===== src/rtl/dw_pixel_streamer.sv =====
// dw_pixel_streamer: buffered CHANNELS x FS x FS pixel frame scanner with valid/ready output
// Define DW_PIXEL_STREAMER_ABORT_EN to add an abort input that cancels a scan in progress
module dw_pixel_streamer #(
    parameter int DATA_WIDTH   = 16,
    parameter int CHANNELS     = 4,
    parameter int FEATURE_SIZE = 8,
    parameter int ADDR_W       = $clog2(CHANNELS*FEATURE_SIZE*FEATURE_SIZE)
) (
    input  logic                  clk,
    input  logic                  rst_n,
    input  logic                  wr_en,
    input  logic [ADDR_W-1:0]     wr_addr,
    input  logic [DATA_WIDTH-1:0] wr_data,
    input  logic                  start,
    input  logic                  ready_in,
`ifdef DW_PIXEL_STREAMER_ABORT_EN
    input  logic                  abort,
`endif
    output logic                  valid_out,
    output logic [DATA_WIDTH-1:0] data_out,
    output logic [7:0]            channel_out,
    output logic [7:0]            row_out,
    output logic [7:0]            col_out,
    output logic                  last_out,
    output logic                  busy,
    output logic                  done
);
    localparam int DEPTH = CHANNELS*FEATURE_SIZE*FEATURE_SIZE;
    typedef enum logic [1:0] {IDLE, STREAM, DONE} state_t;
    state_t state, state_nx;
    logic [DATA_WIDTH-1:0] mem [DEPTH];
    logic [7:0] ch, row, col;
    logic [ADDR_W-1:0] rd_addr;
    logic at_end, col_end, row_end, fire, abort_hit;
`ifdef DW_PIXEL_STREAMER_ABORT_EN
    assign abort_hit = abort && state == STREAM;
`else
    assign abort_hit = 1'b0;
`endif
    assign col_end   = col == 8'(FEATURE_SIZE-1);
    assign row_end   = row == 8'(FEATURE_SIZE-1);
    assign at_end    = col_end && row_end && ch == 8'(CHANNELS-1);
    assign valid_out = state == STREAM;
    assign fire      = valid_out && ready_in;
    assign rd_addr   = ADDR_W'(int'(ch)*FEATURE_SIZE*FEATURE_SIZE + int'(row)*FEATURE_SIZE + int'(col));
    // Combinational read so a write landing with start is visible on the first beat
    assign data_out    = valid_out ? mem[rd_addr] : '0;
    assign channel_out = ch;
    assign row_out     = row;
    assign col_out     = col;
    assign last_out    = valid_out && at_end;
    assign busy        = state != IDLE;
    assign done        = state == DONE;
    always_comb begin
        state_nx = state;
        case (state)
            IDLE:    state_nx = start ? STREAM : IDLE;
            STREAM:  state_nx = abort_hit ? IDLE : (fire && at_end) ? DONE : STREAM;
            default: state_nx = IDLE;
        endcase
    end
    always_ff @(posedge clk) begin
        if (!rst_n) state <= IDLE;
        else        state <= state_nx;
    end
    always_ff @(posedge clk) begin
        if (!rst_n || abort_hit || (fire && at_end)) begin
            ch  <= 8'd0;
            row <= 8'd0;
            col <= 8'd0;
        end else if (fire) begin
            col <= col_end ? 8'd0 : col + 8'd1;
            row <= col_end ? (row_end ? 8'd0 : row + 8'd1) : row;
            ch  <= (col_end && row_end) ? ch + 8'd1 : ch;
        end
    end
    // Buffer has no reset so frame contents survive rst_n
    always_ff @(posedge clk) begin
        if (wr_en && state == IDLE && int'(wr_addr) < DEPTH) mem[wr_addr] <= wr_data;
    end
endmodule


===== config.mk =====
export PLATFORM = sky130hd
export DESIGN_NAME = dw_pixel_streamer
export DESIGN_NICKNAME = d
export VERILOG_FILES = /design/src/rtl/dw_pixel_streamer.sv
export SDC_FILE = /design/constraint.sdc
export NUM_CORES = 2
export LEC_CHECK = 0
export BUFFER_PORTS_ARGS = -buffer_cell sky130_fd_sc_hd__clkbuf_2
export CELL_PAD_IN_SITES_DETAIL_PLACEMENT = 1
export CELL_PAD_IN_SITES_GLOBAL_PLACEMENT = 2
export CORE_ASPECT_RATIO = 0.5
export CORE_UTILIZATION = 45
export CTS_BUF_LIST = sky130_fd_sc_hd__clkbuf_16
export CTS_CLUSTER_SIZE = 16
export DETAILED_ROUTE_END_ITERATION = 10
export PLACE_DENSITY_LB_ADDON = 0.08
export SETUP_SLACK_MARGIN = 0.15
export SYNTH_ARGS = -nofsm -noshare
export SYNTH_HDL_FRONTEND = slang
export SYNTH_SLANG_ARGS = --single-unit

===== constraint.sdc =====
create_clock -name clk -period 3.45 [get_ports clk]
set_input_delay 0.5175 -clock clk [delete_from_list [all_inputs] [get_ports clk]]
set_output_delay 0.5175 -clock clk [all_outputs]
set_load 0.05 [all_outputs]

Word-level counts from Yosys, hierarchy flattened
Memory sizes are Yosys's and may differ from the RTL's.
Index checks and enable logic that the tools add are counted.
- logic and storage cells: 35
- RAM bits: 4096
- memories kept: 1
- register bits after elaboration: 26
- reduce and logical (&&, ||, !) cells: 12
- add/subtract/negate cells: 5
- mux-type cells: 8
- equality and inequality tests: 5
- memory list (name ; words ; bits a word ; read ports ; clocked after Yosys merged registers in ; write ports ; line ; RTL):
    mem ; 256 ; 16 ; 1 ; 0 ; 1 ; 31 ; logic [DATA_WIDTH-1:0] mem [DEPTH];
- operators with widths (cell ; count):
    $add 8x1->8 const B ; 3
    $add 8x8->8 ; 2
    $eq 8x3->1 const B ; 2
    $mux 16 ; 1
    $mux 8 ; 2
    $eq 8x2->1 const B ; 1
    $logic_and 1x1->1 ; 6
    $pmux 2 s2 ; 1
    $reduce_and 2->1 ; 2
    $mux 1 ; 3
    $eq 2x1->1 const B ; 1
    $eq 2x2->1 const B ; 1
    $logic_not 2->1 ; 1
    $mux 2 ; 1
    $reduce_bool 2->1 ; 1
    $logic_not 1->1 ; 1
    $logic_or 1x1->1 ; 1

Longest topological paths before layout
- depth after elaboration: 6
- mapped depth: 13

Least setup slack after synthesis
No wires, ideal clock.
- path kind: register -> output
- start point: register col[4], in the netlist col_out[4]
- end point: output port data_out[12]
- path slack: -1.793 ns
- arrival: 4.725 ns
- buffers on the path: 2
- stages on the path, launching flop included: 12
- path through: dfxtp_1 > ha_1 > ha_1 > fa_1 > xor2_1 > or4_1 > clkbuf_1 > clkbuf_1 > o221ai_1 > a21oi_1 > nor2_1 > o41ai_1
- word-level cells in the longest chain between the ends: 3
- ends and longest elaborated chain (element ; line ; RTL):
    start, declared ; 32 ; logic [7:0] ch, row, col;
    start signal, assigned ; 72 ; col <= col_end ? 8'd0 : col + 8'd1;
    $add 8x8->8 ; 45 ; assign rd_addr = ADDR_W'(int'(ch)*FEATURE_SIZE*FEATURE_SIZE + int'(row)*FEATURE_SIZE + int'(col));
    $mem_v2 256x16 ; - ;
    $mux 16 ; 47 ; assign data_out = valid_out ? mem[rd_addr] : '0;
    end, declared ; 20 ; output logic [DATA_WIDTH-1:0] data_out,
Every way passes these cells.

Worst setup path after layout
- start point: register col[4], in the netlist col_out[4]
- end point: output port data_out[9]
The elaborated chain is that of the path after synthesis.

==> metrics.yaml <==
outcome: "finished, violations left"
violations: "setup timing"
rows: 153
p_leak_nw: 58.9
syn2layout_area_growth_pct: 18.5
power_mw: 101
drc: 0
rsz0062_at_grt: "yes"
clock_latency_ns: 0.97
cp_common_cell: "buf_12"
ioPinCount: 73
comb_power_share_pct: 4.0
final_util_pct: 53.9
endpoint_kind: "output pin"
vias: 82385
path_class: "register to output pin"
setup_viol: 16
die_area_um2: 356000
drive_gt1_share_pct: 33.6
gp_congestion: 0.883
cts_buffer_depth: 4
fin_ws_ns: -1.91
cpLargestDelayFamily: "buffers and inverters"
grt-ovfl-total: 0
ys_async_sr_fraction_pct: 0
finalWirelength_mm: 487
initial_core_util_pct: 45.5
die_w_um: 842
yosys_warnings: 0
yosysSeqAreaShare_pct: 77.7
slew_violations: 0
synth_cell_type_count: 60
cp.required_ns: 2.93
clkTransAtPathRegs_ns: 0.06
power.density_nw_per_um2: 536
timing.max_cap.violations: 0
path_cells: "ha_4 > ha_4 > fa_2 > buf_6 > xnor2_4 > buf_12 > nor2_4 > nand2_4 > buf_8 > buf_12 > o22ai_4 > nor2_4 > nand4_1 > buf_4 > o41ai_4 > buf_4 > buf_12"
syn_inst: 7201
dr.first_iter.drc_count: 10883
die_h_um: 422
slew_headroom_pct: 6.14
power_frac_seq_pct: 54.5
htree_levels: 5
worstSetupStartpointType: "register"
fmax_ghz: 0.186
hold_class: "input port to register"
power.share.clock_pct: 41.5
cts.sinks: 4122
cts_tree: "yes"
grt_usage_pct: 27.0
grt_max_degree: 124
p_sw_share_pct: 21.0
core_um2: 350000
finalCriticalPeriod_ns: 5.36
slowest_delay_ns: 0.60
cts_root_buf: "clkbuf_16"
grt_pass1_wl_mm: 675
tightest_slew_ns: 1.40
synth_area_um2: 159000
cp_max_fo: 4
ir_drop_uv: 417
port_buffers: 72
hold_viol: 0
ant_nets: 0
critPathSlowestCell: "nand4_1"
synth-edff-count: 4096
ys_ff_latch: 4122
vias_per_cell: 6.16
min_period_over_period_pct: 155
post_drt_wl_per_cell_um: 36.4
antenna_found_initial: 40
avgSynthCellArea_um2: 22.1
path_buf_inv: 7
nets: 8446
grt_pass1_vias: 84063
dr.pass1.iters: 5
worst_ep_arrival_time_ns: 4.85
numCtsBuffers: 371
dp_hpwl_mm: 311
intPower_mw: 79.8
synth_ff_type: "edfxtp_1"
skew_ns: 0.0452
p_sw_mw: 21.2
synth_fp_nets: 7241
pre_cts_ws_ns: -1.98
r2r_slack_ns: 0.43
## logic make-up (layout without fill, tap and decap cells)
group / Yosys count / in the layout / synth area share (%)
fa+ha+maj: 11 / 11 / 0.0961
other cells: 0 / 13 / 0
flops: 4122 / 4122 / 77.7
compound gates: 678 / 678 / 3.08
simple gates: 595 / 595 / 1.61
xor+xnor: 25 / 25 / 0.138
mux: 1333 / 1333 / 15.7
buf+inv: 437 / 1937 / 1.67
## layout make-up
cell class / count / area [um2]
Antenna cell: 13 / 32.5
Clock inverter: 285 / 2380
Inverter: 3 / 40.0
Tap cell: 4650 / 5820
Clock buffer: 383 / 9580
Timing Repair Buffer: 1266 / 12600
Multi-Input combinational cell: 2642 / 34200
Sequential cell: 4122 / 124000
Fill cell: 30057 / 161000
## power groups by stage
stage	registers, mW	clock network, mW	logic [mW]
6_report	55.1	41.9	4.06
5_1_grt	55.0	44.2	4.25
4_1_cts	55.1	42.5	4.09
3_5_place_dp	56.2	0	4.04
3_3_place_gp	56.1	0	3.91
2_1_floorplan	56.2	0	1.86
## state kept, by name, summed over array words and instances (netlist names)
signal	flops
col_out	8
state	2
row_out	8
channel_out	8
mem	4096
## synth_stat cells (all sizes together) (26+ instances only)
cell    instances  area, um2
edfxtp       4096     123000
mux4          922      20800
mux2i         410       4100
nor2          323       1210
buf           254       1960
o221ai        190       1670
clkbuf        180        676
o22ai         131        820
nand2         121        454
a21oi         102        510
a22oi          59        443
a211oi         52        390
o21ai          43        215
a221oi         34        298
nand3          33        165
nor2b          29        181
dfxtp          26        521
## layout by cell type, fill, tap and decap left out, drive strengths merged, types with 52 or more instances in the layout
| cell | count |
|---|---|
| a211oi | 52 |
| nor2 | 323 |
| mux4 | 922 |
| o22ai | 131 |
| o221ai | 190 |
| a22oi | 59 |
| clkinv | 155 |
| mux2i | 410 |
| nand2 | 121 |
| a21oi | 102 |
| clkbuf | 425 |
| inv | 79 |
| edfxtp | 4096 |
| buf | 1216 |
## what timing repair did
item,4_1_cts,5_1_grt
hold buffers,8,0
endpoints found under the hold margin,149,0
pin swaps,57,31
gates resized for setup,233,36
setup buffers,37,12
setup endpoints to repair,17,17
cloned,2,2
## worst paths after layout
path                  end         from  cells past startpoint
min          mem[220][12]  wr_data[12]                      1
max           data_out[9]   col_out[4]                     17
max reg2reg    mem[28][9]     state[0]                      5
min reg2reg    row_out[5]   row_out[5]                      2
## metrics by stage
stage	area (um2)	instances	hold WS (ns)	setup TNS, ns
3_3_place_gp	174000	12618	0.441	-24.72
3_5_place_dp	174000	12622	0.478	-21.79
5_1_grt	188000	13353	0.0405	-28.21
2_1_floorplan	159000	7201	0.428	-0.138
4_1_cts	188000	13337	0.0271	-27.87
6_report	188000	13364	0.0664	-26.79
## metal layers
metal	track usage, %	part of all wire [%]
met1	41.1	44
met2	41.1	45
met3	5.28	8.6
met4	5.72	2.2
met5	0	0.0094
No activity file was read; power rests on OpenSTA's default activity.
